==> src/rtl/modn_pkg.sv <==
// Shared definitions for the mod-N counter, its downstream tracker and benches.
package modn_pkg;

    // Tracker FSM states.
    typedef enum logic [1:0] {
        IDLE  = 2'd0,
        TRACK = 2'd1,
        ERR   = 2'd2
    } state_t;

    // Direction encoding of the counter's upordown input.
    localparam logic UP   = 1'b1;
    localparam logic DOWN = 1'b0;

    // Default counter geometry shared with the mod-N counter.
    localparam int DEF_N = 10;
    localparam int DEF_W = 4;

    // One-hot classification of a single count transition.
    typedef struct packed {
        logic hold;
        logic up;
        logic carry;
        logic down;
        logic borrow;
        logic illegal;
    } step_t;

endpackage

==> src/rtl/modn_step_check.sv <==
// Classifies one observed count transition p -> c under direction dir_q.
module modn_step_check
    import modn_pkg::*;
#(
    parameter int N = DEF_N,
    parameter int W = DEF_W
) (
    input  logic [W-1:0] p,
    input  logic [W-1:0] c,
    input  logic         dir_q,
    output step_t        step
);

    // One extra bit so that N = 2^W is still representable.
    localparam logic [W:0]   N_EXT = (W+1)'(N);
    localparam logic [W:0]   ONE   = (W+1)'(1);
    localparam logic [W-1:0] LAST  = W'(N - 1);

    logic [W:0] p_ext;
    logic [W:0] c_ext;

    assign p_ext = {1'b0, p};
    assign c_ext = {1'b0, c};

    // Priority-ordered classification; exactly one flag is set.
    always_comb begin
        // NOTE: every output gets a default first so no path can infer a latch.
        step = '0;
        if (c_ext >= N_EXT) begin
            step.illegal = 1'b1;
        end else if (c == p) begin
            step.hold = 1'b1;
        end else if (dir_q == UP && p_ext < N_EXT - ONE && c_ext == p_ext + ONE) begin
            step.up = 1'b1;
        end else if (dir_q == UP && p == LAST && c == '0) begin
            step.carry = 1'b1;
        end else if (dir_q == DOWN && p != '0 && c_ext == p_ext - ONE) begin
            step.down = 1'b1;
        end else if (dir_q == DOWN && p == '0 && c == LAST) begin
            step.borrow = 1'b1;
        end else begin
            step.illegal = 1'b1;
        end
    end

endmodule

==> src/rtl/modn_wrap_tracker.sv <==
// Monitors a mod-N up/down counter: counts net wraps, flags illegal steps.
module modn_wrap_tracker
    import modn_pkg::*;
#(
    parameter int N    = DEF_N,
    parameter int W    = DEF_W,
    parameter int HI_W = 8
) (
    input  logic            clk,
    input  logic            reset,
    input  logic            src_reset,
    input  logic [W-1:0]    count_in,
    input  logic            upordown,
    output logic            carry_pulse,
    output logic            borrow_pulse,
    output logic            dir_change,
    output logic [HI_W-1:0] wrap_count,
    output logic            step_err,
    output logic            tracking
);

    state_t       state;
    state_t       state_n;
    logic [W-1:0] prev_cnt;
    logic         dir_q;
    step_t        step;
    logic         do_carry;
    logic         do_borrow;
    logic         set_err;

    modn_step_check #(
        .N (N),
        .W (W)
    ) u_step_check (
        .p     (prev_cnt),
        .c     (count_in),
        .dir_q (dir_q),
        .step  (step)
    );

    // Next-state and event decode; src_reset pre-empts any step check.
    always_comb begin
        state_n   = state;
        do_carry  = 1'b0;
        do_borrow = 1'b0;
        set_err   = 1'b0;
        case (state)
            IDLE: begin
                if (!src_reset) state_n = TRACK;
            end
            TRACK: begin
                if (src_reset) begin
                    state_n = IDLE;
                end else if (step.illegal) begin
                    state_n = ERR;
                    set_err = 1'b1;
                end else begin
                    do_carry  = step.carry;
                    do_borrow = step.borrow;
                end
            end
            ERR:     state_n = ERR;
            default: state_n = IDLE;
        endcase
    end

    // State register; only reset leaves ERR.
    always_ff @(posedge clk) begin
        // NOTE: sequential state uses non-blocking assignments so all registers update together.
        if (reset) state <= IDLE;
        else       state <= state_n;
    end

    // Datapath registers: previous count, direction, pulses, wrap tally, error.
    always_ff @(posedge clk) begin
        if (reset) begin
            prev_cnt     <= '0;
            dir_q        <= DOWN;
            dir_change   <= 1'b0;
            carry_pulse  <= 1'b0;
            borrow_pulse <= 1'b0;
            wrap_count   <= '0;
            step_err     <= 1'b0;
        end else begin
            dir_q        <= upordown;
            dir_change   <= (state != ERR) && (upordown != dir_q);
            carry_pulse  <= do_carry;
            borrow_pulse <= do_borrow;
            step_err     <= step_err | set_err;
            if (state != ERR) prev_cnt <= src_reset ? '0 : count_in;
            if (do_carry)       wrap_count <= wrap_count + 1'b1;
            else if (do_borrow) wrap_count <= wrap_count - 1'b1;
        end
    end

    assign tracking = (state == TRACK);

endmodule

==> config.mk <==
export PLATFORM = sky130hd
export DESIGN_NAME = modn_wrap_tracker
export DESIGN_NICKNAME = d
export VERILOG_FILES = /design/src/rtl/modn_pkg.sv /design/src/rtl/modn_step_check.sv /design/src/rtl/modn_wrap_tracker.sv
export SDC_FILE = /design/constraint.sdc
export NUM_CORES = 1
export LEC_CHECK = 0
export BUFFER_PORTS_ARGS = -buffer_cell sky130_fd_sc_hd__buf_4
export CAP_MARGIN = 30
export CORE_MARGIN = 2
export CORE_UTILIZATION = 51
export CTS_BUF_LIST = sky130_fd_sc_hd__clkbuf_2 sky130_fd_sc_hd__clkbuf_4 sky130_fd_sc_hd__clkbuf_8
export CTS_CLUSTER_DIAMETER = 200
export DETAILED_ROUTE_END_ITERATION = 12
export PLACE_DENSITY = 0.71
export SLEW_MARGIN = 20
export SYNTH_ARGS = -nofsm -noshare
export SYNTH_HDL_FRONTEND = slang
export SYNTH_SLANG_ARGS = --single-unit
==> constraint.sdc <==
create_clock -name clk -period 3.8 [get_ports clk]
set_input_delay 0.57 -clock clk [delete_from_list [all_inputs] [get_ports clk]]
set_output_delay 0.57 -clock clk [all_outputs]
set_load 0.005 [all_outputs]
==> results.ini, run 1 <==
[outcome]
status = completed

[logic_synthesis]
yosys_warnings = 0
yosysTopAreaCell = dfxtp_1
synthXorXnorAreaFrac_pct = 9.41
muxShareOfSynthArea_pct = 2.33
yosysUniqueCellTypes = 46
synthAdderAreaFrac_pct = 10.3
synth_edf_count = 0
synth_top_flop_cell = dfxtp_1
synth_top_family_by_area = simple AND/OR/NAND/NOR gates
synthesis.area_um2 = 1290
synthTopCellsByArea = dfxtp_1 29%, ha_1 8.7%, xnor2_1 5.4%, a21oi_1 4.3%, nor3b_1 4.1%
ys_ff_latch = 19
yosysTopAreaCellShare_pct = 29.5
synth_common_cells = 19 x dfxtp_1, 11 x a21oi_1, 11 x nor2_1, 9 x ha_1
synthArstFlopShare_pct = 0
synth.net_count = 165
netlist_instances = 147
syn_area_per_cell_um2 = 8.78
synth_compound_area_share_pct = 19.8
synthSimpleGateAreaFrac_pct = 26.0
synth_seq_area_share_pct = 29.5
synth_most_common_cell = dfxtp_1

[die]
row_count = 18
start_util_pct = 53.0
dieArea_um2 = 2950
die_w_um = 54.3
core_um2 = 2430
die-height_um = 54.3
io_pins = 21

[critical_path]
crit_chain = ha_1, nor4b_1, nand4_1, ha_1, a211o_1, a2111oi_0, o2111a_1, o21ai_0, nor3b_1
crit_type = register to register
critPathMaxStageDelay_ns = 0.48
startpoint = prev_cnt[0]
endpoint = wrap_count[7]
reg2reg_to = wrap_count[7]
r2r_start = prev_cnt[0]
cp_common_cell = ha_1
critPathArrivalTime_ns = 3.42
required_ns = 3.99
reg2reg_depth = 9
cp-start-kind = register
critPathMaxFanout = 9
crit_slowest_cell = ha_1
critPathCaptureType = register
worst-r2r-setup-slack_ns = 0.57

[clock_network]
cts_setup_buffers = 0
clockBufferDepth = 2
holdBufCountCts = 0
ctsResizeCount = 0
clkLatencyLatePin_ns = 0.29
cts_inserted_buffers = 3
cts-root-buf = clkbuf_4
cts.sinks = 19
cts_tree = done
cts-htree-levels = 1
clkSlewWorstSetupHoldPaths_ns = 0.11

[finish]
drive_above_1_share_pct = 17.4
final_net_count = 186
post-route-util_pct = 61.3
area_growth_pct = 15.6
diodes = 0

[grt]
grt_antenna_before_repair = 0
grt_pass1_vias = 1061
grt_max_degree = 21
grt_usage_pct = 20.6
grt_pass1_wl_um = 4440
overflow = 0

[placed_design]
gp_congestion = 0.924
hpwlAfterDp_um = 2120
numPortBuffers = 20

[power]
power_density_nw_per_um2 = 258
peakVddDrop_v = 0.000223
leakage_nw = 0.615

[timing]
holdWs_ns = 0.491
slew_violations = 0
finalCritPeriodShare_pct = 85.0
setup-violations-final = 0
fmax_mhz = 309
slew_headroom_pct = 57.6
worst_slew_pin_slew_ns = 0.634
layout_min_cycle_time_ns = 3.23
hold_violations = 0
finClkSkew_ns = 0.00686
grt_setup_unrepaired = no
setup_tns_ns = 0

[route]
ant_nets = 0
wl_per_cell_um = 13.6
drc = 0
dr.pass1.iters = 4
viasPerCell = 5.81
first_iter_violations = 14
routed-via-count = 1145
wl_um = 2670

[run]
maxCapViolations = 0

[worst_hold_path]
hold_path.class = register to register

[report_power, final]
group	internal [mW]	total (mW)	leakage, nW	switching, mW
registers	0.206	0.213	0.155	0.00755
clock network	0.0479	0.108	0.0184	0.0603
logic	0.0306	0.0634	0.442	0.0328
[layout make-up]
cell class              instances  area (µm²)
fillers                       224         941
multi-input cells             119         875
repair buffers                 20         150
clock buffers                   4        30.0
inverters                       5        18.8
well taps                      30        37.5
flip-flops and latches         19         380
[flip-flops by register name, indices dropped and copies added, names as in the netlist]
signal	count
dir_change	1
state	2
wrap_count	8
carry_pulse	1
step_err	1
prev_cnt	4
borrow_pulse	1
dir_q	1
[cell families after synthesis]
kind of cell    Yosys count
xor+xnor                 13
compound gates           36
buf+inv                   9
simple gates             57
flops                    19
mux                       3
fa+ha+maj                10
[metal layers]
layer  track usage (%)  part of all wire, %  up-vias
met5                 0                    0        -
met4              8.75                  1.3        0
met3              2.73                  2.7        6
met2              36.3                   50       18
met1              24.9                   46      538
li1                  -                    -      583
[cells in the final DEF (no fill, tap or decap), drive strengths merged, types with 2 or more instances in the layout]
master,netlist,routed
nand2,8,8
nand4,2,2
nor3b,7,7
a21oi,12,12
a21o,3,3
a2111oi,2,2
nor2,11,11
and3,3,3
a211oi,3,3
o21a,2,2
inv,5,5
nor3,8,8
nor4b,2,2
xor2,5,5
o21ai,4,4
nand2b,2,2
mux2i,3,3
nand3,2,2
dfxtp,19,19
nor2b,4,4
xnor2,8,8
o221ai,2,2
clkbuf,4,4
ha,9,9
buf,0,20
[metrics by stage]
step	cell area [µm²]	instances	total power, mW	worst slack [ns]
finish	1490	197	0.385	0.569
global route	1490	197	0.408	0.195
CTS	1490	197	0.388	0.576
detailed placement	1460	193	0.281	0.423
global placement	1460	193	0.279	0.507
floorplan	1290	147	0.259	0.782
[worst max-delay path: cells and delay by family (launching register included)]
family	cells	cell delay (ns)
flops	1	0.47
compound gates	4	1.02
fa+ha+maj	2	0.67
simple gates	3	0.96
[worst min path at each step]
stage	from	endpoint	slack (ns)	depth (start not counted)
3_5_place_dp	step_err	step_err	0.46	2
2_1_floorplan	state[1]	state[0]	0.44	1
3_3_place_gp	step_err	step_err	0.46	2
4_1_cts	state[0]	state[0]	0.49	1
6_report	step_err	step_err	0.49	2
5_1_grt	src_reset	state[0]	0.50	2
Note: power is estimated with default switching activity, not from simulation.
==> inputs of run 2 (changes only) <==
Settings changed: REMOVE_ABC_BUFFERS from default to 1.
==> run 2 against run 1 <==
First-iteration DRC count stayed put. Critical endpoint unchanged. Sequential power hardly changed. Global-route usage is 0.42 points higher. Via count is 0.17% lower. Critical path depth is 1 higher. Largest cell class unchanged.
==> results.ini, run 2 (synthesis results as in run 1) <==
[timing]
fmax_mhz = 332  ; +7.3%
grt_setup_unrepaired = no
finalCritPeriodShare_pct = 79.3  ; -5.8 points
hold_violations = 0  ; unchanged
layout_setup_ws_ns = 0.788  ; +0.220 ns
holdWs_ns = 0.497  ; +0.00601 ns
finClkSkew_ns = 0.00139  ; -0.00547 ns
worst_slew_pin_slew_ns = 0.689  ; +0.0552 ns
slew_violations = 0  ; unchanged
slew_headroom_pct = 54.0  ; -3.7 points
setup_tns_ns = 0  ; unchanged
setup-violations-final = 0  ; unchanged
layout_min_cycle_time_ns = 3.01  ; -0.220 ns

[run]
maxCapViolations = 0  ; unchanged

[route]
first_iter_violations = 14  ; unchanged
drc = 0  ; unchanged
viasPerCell = 5.77  ; -0.68%
ant_nets = 0  ; unchanged
routed-via-count = 1143  ; -0.17%
wl_um = 2730  ; +2.0%
dr.pass1.iters = 4  ; unchanged
wl_per_cell_um = 13.8  ; +1.5%

[critical_path]
crit_type = register to register
critPathMaxFanout = 9  ; unchanged
critPathMaxStageDelay_ns = 0.48  ; about the same
cp_common_cell = ha_1
crit_chain = ha_1, nor4b_1, nand4_1, buf_4, ha_1, a211o_1, a2111oi_0, o2111a_1, o21ai_0, nor3b_1
critPathCaptureType = register
required_ns = 4.00  ; about the same
cp-start-kind = register
crit_slowest_cell = dfxtp_1
critPathArrivalTime_ns = 3.21  ; -0.21 ns

[clock_network]
holdBufCountCts = 0  ; unchanged
clkLatencyLatePin_ns = 0.30  ; about the same
cts-htree-levels = 1  ; unchanged
clkSlewWorstSetupHoldPaths_ns = 0.11  ; about the same
cts-root-buf = clkbuf_4
clockBufferDepth = 2  ; unchanged
cts_tree = done
cts_inserted_buffers = 3  ; unchanged
ctsResizeCount = 0  ; unchanged
cts_setup_buffers = 0  ; unchanged
cts.sinks = 19  ; unchanged

[placed_design]
numPortBuffers = 20  ; unchanged
gp_congestion = 0.843  ; -8.8%
dp_slack_ns = 0.673  ; +0.250 ns
hpwlAfterDp_um = 2150  ; +1.4%

[grt]
grt_max_degree = 21  ; unchanged
grt_pass1_wl_um = 4460  ; +0.32%
grt_usage_pct = 21.0  ; +0.42 points
grt_pass1_vias = 1084  ; +2.2%
grt_antenna_before_repair = 0  ; unchanged
overflow = 0  ; unchanged

[die]
die-height_um = 54.3  ; unchanged
start_util_pct = 53.0  ; unchanged
dieArea_um2 = 2950  ; unchanged
core_um2 = 2430  ; unchanged
row_count = 18  ; unchanged
die_w_um = 54.3  ; unchanged
io_pins = 21  ; unchanged

[finish]
final_net_count = 187  ; +0.54%
layout_commonest_cell = buf_4
multi_input_area_um2 = 875  ; unchanged
diodes = 0  ; unchanged
fillCellCount = 238  ; +6.3%
reg_top3 = wrap_count x8, prev_cnt x4, state x2
layout_common_cells = 21 x buf_4, 19 x dfxtp_1, 11 x nor2_1, 11 x a21oi_1, 9 x ha_1
largest_reg_flops = 8  ; unchanged
largest_register = wrap_count
seq_area_um2 = 380  ; unchanged
drive_above_1_share_pct = 17.9  ; +0.49 points
area_growth_pct = 16.0

[power]
power_frac_comb_pct = 16.8  ; +0.3 points
peakVddDrop_v = 0.000224  ; +0.54%
power_density_nw_per_um2 = 255  ; -1.0%
clkPwrFrac_pct = 27.4  ; -0.7 points
power_frac_seq_pct = 55.8  ; +0.4 points
p_sw_share_pct = 27.9  ; +1.7 points
leakage_nw = 0.618  ; +0.56%
p_int_mw = 0.275  ; -3.0%
p_switching_mw = 0.107  ; +5.8%

[worst_hold_path]
hold_path.class = register to register

[outcome]
status = completed

[run 2: critical path, delay by kind of cell (launching register included)]
family / cells / cell delay, ns
compound gates: 4 / 1.07
fa+ha+maj: 2 / 0.48
buf+inv: 1 / 0.21
flops: 1 / 0.48
simple gates: 3 / 0.66
[run 2: per-layer routing]
| layer | global-route usage (%) | up-vias | wire (µm) |
|---|---|---|---|
| met4 | 9.58 | 0 | 52 |
| li1 | - | 586 | - |
| met2 | 38.6 | 21 | 1390 |
| met5 | 0 | - | 0 |
| met3 | 3.55 | 7 | 90 |
| met1 | 23.4 | 529 | 1190 |
[run 2: power groups by stage]
| stage | registers (mW) | clock network [mW] | logic, mW |
|---|---|---|---|
| 2_1_floorplan | 0.216 | 0 | 0.0394 |
| 6_report | 0.213 | 0.105 | 0.0641 |
| 3_5_place_dp | 0.218 | 0 | 0.0644 |
| 3_3_place_gp | 0.217 | 0 | 0.0627 |
| 4_1_cts | 0.213 | 0.105 | 0.0644 |
| 5_1_grt | 0.215 | 0.117 | 0.0714 |
[run 2: worst paths after layout]
kind | slack (ns) | cells past startpoint | endpoint | from
worst max-delay path | 0.79 | 10 | wrap_count[7] | prev_cnt[0]
worst min-delay path | 0.50 | 1 | state[0] | state[0]
worst max register to register | 0.79 | 10 | wrap_count[7] | prev_cnt[0]
worst min register to register | 0.50 | 1 | state[0] | state[0]
[run 2: cell type report]
| class | instances | share of cell area, % |
|---|---|---|
| clock buffer | 3 | 1.51 |
| multi-input combinational | 119 | 58.4 |
| inverter | 5 | 1.25 |
| timing repair buffer | 21 | 10.5 |
| clock inverter | 1 | 0.334 |
| sequential | 19 | 25.4 |
| tap | 30 | 2.51 |
[run 2: metrics by stage]
stage / instances / utilization, % / instance area, µm² / total power [mW]
after CTS: 198 / 61.5 / 1500 / 0.383
final: 198 / 61.5 / 1500 / 0.382
after detailed placement: 194 / 60.4 / 1470 / 0.282
after floorplan: 143 / - / 1270 / 0.255
after global routing: 198 / 61.5 / 1500 / 0.403
after global placement: 194 / 60.4 / 1470 / 0.280
